<file path="config.mk">
export PLATFORM = sky130hd
export DESIGN_NAME = csa_scheduler
export DESIGN_NICKNAME = d
export VERILOG_FILES = /design/src/rtl/csa_sched_pkg.sv /design/src/rtl/carry_select_adder.sv /design/src/rtl/csa_scheduler.sv
export SDC_FILE = /design/constraint.sdc
export NUM_CORES = 1
export LEC_CHECK = 0
export ABC_AREA = 1
export CAP_MARGIN = 20
export CORE_UTILIZATION = 42
export DETAILED_ROUTE_END_ITERATION = 16
export PLACE_DENSITY_LB_ADDON = 0.25
export SYNTH_ARGS = -nofsm -noshare
export SYNTH_HDL_FRONTEND = slang
export SYNTH_HIERARCHICAL = 1
export SYNTH_SLANG_ARGS = --single-unit
</file>
<file path="constraint.sdc">
create_clock -name clk -period 2.4 [get_ports clk]
set_input_delay 0.36 -clock clk [delete_from_list [all_inputs] [get_ports clk]]
set_output_delay 0.36 -clock clk [all_outputs]
set_load 0.01 [all_outputs]
</file>
<file path="src/rtl/csa_sched_pkg.sv">
// Shared definitions for the nibble-serial shared-adder scheduler.
// State encoding plus the nibble width that the adder datapath works in.
package csa_sched_pkg;

    localparam int NIBW = 4;

    typedef enum logic [1:0] {
        IDLE = 2'd0,
        RUN  = 2'd1,
        DONE = 2'd2
    } state_e;

endpackage

</file>
<file path="src/rtl/carry_select_adder.sv">
// 4-bit carry-select adder: low pair ripples, high pair is precomputed for
// both carry values and picked by the low-pair carry.
module carry_select_adder (
    input  logic [3:0] A,
    input  logic [3:0] B,
    input  logic       cin,
    output logic [3:0] sum,
    output logic       cout
);

    logic [2:0] lo;
    logic [2:0] hi0;
    logic [2:0] hi1;

    // Both high-pair candidates are formed in parallel with the low pair.
    always_comb begin
        lo   = {1'b0, A[1:0]} + {1'b0, B[1:0]} + {2'b00, cin};
        hi0  = {1'b0, A[3:2]} + {1'b0, B[3:2]};
        hi1  = {1'b0, A[3:2]} + {1'b0, B[3:2]} + 3'd1;
        sum  = {(lo[2] ? hi1[1:0] : hi0[1:0]), lo[1:0]};
        cout = lo[2] ? hi1[2] : hi0[2];
    end

endmodule

</file>
<file path="src/rtl/csa_scheduler.sv">
// Two-requester scheduler around one 4-bit carry_select_adder. A granted
// WIDTH-bit add runs one nibble per cycle with the carry registered between
// nibbles; the result is held until the consumer takes it.
// Optional macro CSA_SCHED_SUB_EN adds per-requester subtract (a - b).
module csa_scheduler
    import csa_sched_pkg::*;
#(
    parameter int WIDTH = 16
) (
    input  logic             clk,
    input  logic             rst,
    input  logic             req0_valid,
    output logic             req0_ready,
    input  logic [WIDTH-1:0] req0_a,
    input  logic [WIDTH-1:0] req0_b,
    input  logic             req0_cin,
`ifdef CSA_SCHED_SUB_EN
    input  logic             req0_sub,
    input  logic             req1_sub,
`endif
    input  logic             req1_valid,
    output logic             req1_ready,
    input  logic [WIDTH-1:0] req1_a,
    input  logic [WIDTH-1:0] req1_b,
    input  logic             req1_cin,
    output logic             res_valid,
    input  logic             res_ready,
    output logic [WIDTH-1:0] res_sum,
    output logic             res_cout,
    output logic             res_id
);

    localparam int NIB   = WIDTH / NIBW;
    localparam int IDX_W = (NIB > 1) ? $clog2(NIB) : 1;

    state_e             state_q, state_d;
    logic [WIDTH-1:0]   a_q, a_d, b_q, b_d, sum_q, sum_d;
    logic               carry_q, carry_d;
    logic [IDX_W-1:0]   idx_q, idx_d;
    logic               last_grant_q, last_grant_d;
    logic               id_q, id_d;
    logic               sub_q, sub_d;
    logic               grant;
    logic [NIBW-1:0]    add_a, add_b, add_sum;
    logic               add_cout;
    logic               sub0, sub1;

`ifdef CSA_SCHED_SUB_EN
    assign sub0 = req0_sub;
    assign sub1 = req1_sub;
`else
    assign sub0 = 1'b0;
    assign sub1 = 1'b0;
`endif

    // Operand nibble selection; subtract feeds the inverted B nibble.
    always_comb begin
        add_a = a_q[idx_q*NIBW +: NIBW];
        add_b = b_q[idx_q*NIBW +: NIBW] ^ {NIBW{sub_q}};
    end

    carry_select_adder u_adder (
        .A    (add_a),
        .B    (add_b),
        .cin  (carry_q),
        .sum  (add_sum),
        .cout (add_cout)
    );

    // Arbitration, sequencing and result hand-off.
    always_comb begin
        state_d      = state_q;
        a_d          = a_q;
        b_d          = b_q;
        sum_d        = sum_q;
        carry_d      = carry_q;
        idx_d        = idx_q;
        last_grant_d = last_grant_q;
        id_d         = id_q;
        sub_d        = sub_q;

        // A lone requester wins; a tie goes to whoever was not served last.
        if (req0_valid && req1_valid) grant = ~last_grant_q;
        else if (req0_valid)          grant = 1'b0;
        else if (req1_valid)          grant = 1'b1;
        else                          grant = ~last_grant_q;

        req0_ready = (state_q == IDLE) && (grant == 1'b0) && !rst;
        req1_ready = (state_q == IDLE) && (grant == 1'b1) && !rst;

        res_valid = (state_q == DONE);
        res_sum   = (state_q == DONE) ? sum_q : '0;
        res_cout  = (state_q == DONE) ? carry_q : 1'b0;
        res_id    = (state_q == DONE) ? id_q : 1'b0;

        case (state_q)
            IDLE: begin
                if ((req0_valid && req0_ready) || (req1_valid && req1_ready)) begin
                    a_d          = grant ? req1_a : req0_a;
                    b_d          = grant ? req1_b : req0_b;
                    sub_d        = grant ? sub1 : sub0;
                    carry_d      = (grant ? sub1 : sub0) ? 1'b1 : (grant ? req1_cin : req0_cin);
                    idx_d        = '0;
                    id_d         = grant;
                    last_grant_d = grant;
                    state_d      = RUN;
                end
            end
            RUN: begin
                sum_d[idx_q*NIBW +: NIBW] = add_sum;
                carry_d = add_cout;
                idx_d   = idx_q + IDX_W'(1);
                if (idx_q == IDX_W'(NIB - 1)) begin
                    idx_d   = '0;
                    state_d = DONE;
                end
            end
            DONE: begin
                if (res_ready) state_d = IDLE;
            end
            default: state_d = IDLE;
        endcase
    end

    // State and datapath registers; reset drops any operation in flight.
    always_ff @(posedge clk) begin
        if (rst) begin
            state_q      <= IDLE;
            a_q          <= '0;
            b_q          <= '0;
            sum_q        <= '0;
            carry_q      <= 1'b0;
            idx_q        <= '0;
            last_grant_q <= 1'b1;
            id_q         <= 1'b0;
            sub_q        <= 1'b0;
        end else begin
            state_q      <= state_d;
            a_q          <= a_d;
            b_q          <= b_d;
            sum_q        <= sum_d;
            carry_q      <= carry_d;
            idx_q        <= idx_d;
            last_grant_q <= last_grant_d;
            id_q         <= id_d;
            sub_q        <= sub_d;
        end
    end

endmodule

</file>
Yosys cells after proc, flatten, opt, wreduce, memory -nomap -nowiden
Cells that the tools add are included.
{"block": "word_totals", "reg_bits": 55, "input_bits": 71}
{"block": "classes", "shifts": 4, "eq_ne": 6, "reduce_logical": 14, "n_bitwise": 2, "mux": 21, "addsub": 6}
{"operator": "16-bit 2-to-1 mux", "count": 3}
{"operator": "4-bit negation with 34-bit output", "count": 1}
{"operator": "4-bit by 34-bit variable shift with 16-bit output (first input constant)", "count": 1}
{"operator": "4-bit by 34-bit indexed part select with 16-bit output", "count": 1}
{"operator": "16-bit by 5-bit indexed part select with 4-bit output", "count": 2}
{"operator": "16-bit bitwise mux", "count": 1}
{"operator": "2-bit 2-to-1 mux", "count": 6}
{"operator": "1-bit 2-to-1 mux", "count": 8}
{"operator": "1-bit logical AND", "count": 7}
{"operator": "2-bit by 2-bit adder with 3-bit output", "count": 2}
{"operator": "2-bit one-hot mux with 3 select lines", "count": 1}
{"operator": "2-bit == test (second input constant)", "count": 2}
{"operator": "2-bit by 1-bit inequality test with 1-bit output (second input constant)", "count": 2}
{"operator": "2-bit one-hot mux with 2 select lines", "count": 1}
{"operator": "2-bit AND reduction", "count": 2}
{"operator": "3-bit by 1-bit adder with 3-bit output", "count": 1}
{"operator": "3-bit by 1-bit adder with 3-bit output (second input constant)", "count": 1}
{"operator": "3-bit AND reduction", "count": 1}
{"operator": "2-bit by 1-bit adder with 2-bit output (second input constant)", "count": 1}
{"operator": "2-bit by 1-bit == test with 1-bit output (second input constant)", "count": 1}
{"operator": "2-bit logical NOT", "count": 1}
{"operator": "2-bit inequality test (second input constant)", "count": 1}
{"operator": "1-bit NOT", "count": 2}
{"operator": "1-bit one-hot mux with 2 select lines", "count": 1}
{"operator": "other kinds (3)", "count": 3}

Depth between registers and ports, before layout
{"block": "depth", "word_depth": 11, "ltp_mapped": 19, "mapped_depth_nobuf": 17}

Hierarchy
Netlist, hierarchy kept.
{"module": "csa_scheduler", "cells_each": 468, "area_each_um2": 2984.1, "instances": 1}
{"module": "carry_select_adder", "cells_each": 23, "area_each_um2": 160.2, "instances": 1}

Worst setup path before layout
OpenSTA, ideal clock, no wires.
{"block": "synth_timing", "path_type": "flip-flop to flip-flop", "startpoint": "register idx_q[0]", "endpoint": "register sum_q[7]", "setup_ps": 70, "slack_ps": -196, "n_path_buf": 2, "arrival_time_ps": 2526, "stages_incl_launch_ff": 18, "path_cell_list": "dfxtp_1 clkbuf_2 inv_1 buf_2 a21oi_1 o21ai_0 o21ai_0 ha_1 inv_1 fa_1 inv_1 ha_1 nand2_1 o21ai_0 nand2_1 nor2_1 nand2_1 a21oi_1"}
{"block": "synth_between", "elab_chain_cells": 6}
{"item": "start: declaration", "line": "csa_scheduler.sv:39", "text": "logic [IDX_W-1:0] idx_q, idx_d;"}
{"item": "start signal: assignment", "line": "csa_scheduler.sv:143", "text": "idx_q <= idx_d;"}
{"item": "16-bit by 5-bit indexed part select with 4-bit output *", "line": "csa_scheduler.sv:58", "text": "add_a = a_q[idx_q*NIBW +: NIBW];"}
{"item": "net add_a[2]", "line": "csa_scheduler.sv:44", "text": "logic [NIBW-1:0] add_a, add_b, add_sum;"}
{"item": "2-bit by 2-bit adder with 3-bit output *", "line": "carry_select_adder.sv:18, carry_select_adder.sv:19"}
{"item": "3-bit by 1-bit adder with 3-bit output", "line": "carry_select_adder.sv:19", "text": "hi1 = {1'b0, A[3:2]} + {1'b0, B[3:2]} + 3'd1;"}
{"item": "2-bit 2-to-1 mux *", "line": "carry_select_adder.sv:20", "text": "sum = {(lo[2] ? hi1[1:0] : hi0[1:0]), lo[1:0]};"}
{"item": "net add_sum[3]", "line": "csa_scheduler.sv:44"}
{"item": "4-bit by 34-bit indexed part select with 16-bit output *", "line": "csa_scheduler.sv:110", "text": "sum_d[idx_q*NIBW +: NIBW] = add_sum;"}
{"item": "16-bit bitwise mux *", "line": "csa_scheduler.sv:110"}
{"item": "end signal: assignment", "line": "csa_scheduler.sv:141", "text": "sum_q <= sum_d;"}
{"item": "end: declaration", "line": "csa_scheduler.sv:37", "text": "logic [WIDTH-1:0] a_q, a_d, b_q, b_d, sum_q, sum_d;"}
Mark *: on every way through the listed nets, which the timed path passes. The rest lies on a longest branch.
A chain may end at the register's enable or synchronous reset.

Worst setup path after layout
{"block": "layout_timing", "startpoint": "register idx_q[0]", "endpoint": "register sum_q[15]"}
The elaborated chain is that of the path after synthesis.

==> flow_metrics.env <==
export IMPL_clock_skew_ps=4.05
export IMPL_start_kind="register"
export IMPL_grt_ovfl_total=0
export IMPL_die_y_microns=88.5
export IMPL_cp_max_fo=5
export IMPL_top_usage_layer="met2"
export IMPL_p_leak_nw=2.00
export IMPL_grt_usage_pct=20.2
export IMPL_synth_area_sq_um=3140
export IMPL_path_clk_slew_ps=90
export IMPL_coreArea_sq_um=7250
export IMPL_hold_class="register to register"
export IMPL_dp_worst_setup_slack_ps=-80.5
export IMPL_syn2layout_area_growth_pct=39.2
export IMPL_clk_latency_ps=300
export IMPL_dp_hpwl_microns=5850
export IMPL_dp_cells=674
export IMPL_mostFrequentLayoutCell="nand2_1"
export IMPL_firstDrtPassIters=4
export IMPL_ios=92
export IMPL_vias_per_cell=4.79
export IMPL_final_cells=686
export IMPL_synth_warnings=6
export IMPL_cts_sinks=55
export IMPL_synth_xor_area_share_pct=0.279
export IMPL_cts_hold_buf=0
export IMPL_vias=3285
export IMPL_grt_pass1_vias=2963
export IMPL_use_met2_pct=39.4
export IMPL_synth_top_family_by_area="simple AND/OR/NAND/NOR gates"
export IMPL_p_sw_mw=0.956
export IMPL_synthAdderAreaFrac_pct=5.09
export IMPL_final_max_slew_violation_count=0
export IMPL_endpoint_kind="register"
export IMPL_fill_cells=721
export IMPL_grt_setup_unrepaired="true"
export IMPL_numCtsBuffers=5
export IMPL_setup_viol=0
export IMPL_syn_nets=573
export IMPL_intPower_mw=1.77
export IMPL_rr_startpoint="idx_q[0]"
export IMPL_yosysSeqAreaShare_pct=35.0
export IMPL_p_per_area_nw_per_um2=624
export IMPL_grt_pass1_wl_microns=12500
export IMPL_period_needed_ps=2380
export IMPL_drtIter0Drc=80
export IMPL_root_buffer="clkbuf_8"
export IMPL_finalNetCount=669
export IMPL_vdd_ir_drop_worst_v=0.000327
export IMPL_synth_area_top_cells="dfxtp_1 (35%), nand2_1 (13%), inv_1 (9.0%)"
export IMPL_swShare_pct=35.0
export IMPL_synth_compound_area_share_pct=16.0
export IMPL_fin_crit_sh_pct=99.3
export IMPL_antenna_left=0
export IMPL_setup_slack_ps=17.1
export IMPL_clockPowerShare_pct=18.6
export IMPL_critPathKind="register to register"
export IMPL_synthMuxAreaShare_pct=0
export IMPL_start_util_pct=43.4
export IMPL_synth_seq_cells=55
export IMPL_min_delay_start="sum_q[13]"
export IMPL_met3_usage_pct=3.17
export IMPL_fp_row_count=31
export IMPL_h_tree_depth=2
export IMPL_relSlewSlack_pct=70.2
export IMPL_die_w_microns=88.5
export IMPL_hold_violations=0
export IMPL_final_util_pct=60.3
export IMPL_die_area_sq_um=7840
export IMPL_yosys_area_share_simple_pct=29.9
export IMPL_status="finished clean"
export IMPL_wl_per_cell_microns=11.2
export IMPL_n_antenna_cell=0
export IMPL_totalWireLength_microns=7650
export IMPL_clock_path_buffers=2
export IMPL_place_congestion=0.831
export IMPL_avgSynthCellArea_sq_um=6.40
export IMPL_grt_start_max_net_pins=51
export IMPL_synth_top_cell_area_share_pct=35.0
export IMPL_cp_data_arrival_time_ps=2630
export IMPL_worstMarginPinSlew_ps=448
export IMPL_max_cap_viol_count=0
export IMPL_p_seq_share_pct=41.2
export IMPL_syn_inst=491
export IMPL_setup_worst_path_start="idx_q[0]"
export IMPL_synthDistinctLibCells=25
export IMPL_worst_ep_required_time_ps=2640
export IMPL_drive_above_1_share_pct=9.71
export IMPL_combPwrFrac_pct=40.2
export IMPL_antenna_found_initial=0
export IMPL_cts_tree="yes"
export IMPL_port_buffers=91
export IMPL_synth_area_leader_cell="dfxtp_1"
export IMPL_final_cell_mix="nand2_1 (105), clkdlybuf4s50_1 (91), inv_1 (73)"
export IMPL_grtUsageMet1_pct=22.9
export IMPL_fmax_mhz=420
export IMPL_tns_ps=0
export IMPL_drc=0
-- final cells by class --
type                       instances  area (sq um)  area share, %
multi-input combinational        330          1640           37.5
sequential                        55          1110           25.3
timing repair buffer             115          1110           25.3
inverter                          80           310           7.09
tap                               99           124           2.83
clock buffer                       6          82.6           1.89
clock inverter                     1          5.00          0.114
-- metrics by stage --
step                cell area, sq um  hold slack (ps)  total power, mW
finish                          4380              471             2.73
global route                    4380              498             2.92
CTS                             4330              473             2.71
detailed placement              4210              460             2.19
global placement                4210              455             2.16
floorplan                       3180              442             1.81
-- repair_timing --
action | in CTS | in global routing
pin swaps | 3 | 7
cloned | 0 | 0
endpoints found under the setup margin | 4 | 9
gates resized for setup | 6 | 14
setup buffers | 3 | 2
-- sequential cells by signal, indices dropped and copies added, names as in the netlist --
name and cells:
idx_q 2, state_q 2, carry_q 1, last_grant_q 1, sum_q 16, b_q 16, id_q 1, a_q 16
-- per-layer routing --
layer / vias up / part of all wire (%)
li1: 1740 / -
met1: 1477 / 44
met2: 60 / 52
met3: 8 / 2.7
met4: 0 / 0.67
met5: - / 0
-- worst max-delay path: stages, from the launching register on --
cell     delay (ps)
dfxtp_4         410
buf_4           150
buf_4           110
nor2_1           50
o22ai_1         150
inv_1            80
fa_1            550
inv_1            50
ha_1            270
nand2_1          60
o21ai_2          70
nand2_1          80
nor2_2          120
nand2_1          50
a21oi_1         130
-- power by group through the flow --
stage	sequential [mW]	clock, mW	combinational, mW
final	1.12	0.507	1.10
after floorplan	1.11	0	0.698
after detailed placement	1.14	0	1.04
after global routing	1.14	0.547	1.24
after global placement	1.14	0	1.02
after CTS	1.12	0.517	1.07
-- cell usage after synthesis --
cell type    n
nand3_1     54
nor2_4       1
o21ai_0     38
xor2_1       1
a21oi_1     42
or2_1        1
ha_1         8
o31ai_1      1
clkbuf_2     2
nor2_1      46
inv_2        5
nand4_1      4
buf_1        1
nand3_4      1
nand2_1    105
inv_1       75
fa_1         3
nor2_2       2
o21ai_1     13
nand2_2      5
buf_2       17
o22ai_1      5
clkbuf_1     5
dfxtp_1     55
buf_6        1
-- logic make-up after synthesis --
family | Yosys count
simple gates | 219
xor+xnor | 1
compound gates | 99
flops | 55
fa+ha+maj | 11
buf+inv | 106
-- final timing paths --
kind	slack (ps)	depth (start not counted)	end
setup / recovery	20	14	sum_q[15]
hold / removal	470	2	sum_q[13]
setup reg to reg	20	14	sum_q[15]
hold reg to reg	470	2	sum_q[13]
Power figures use the tool's default switching activity.
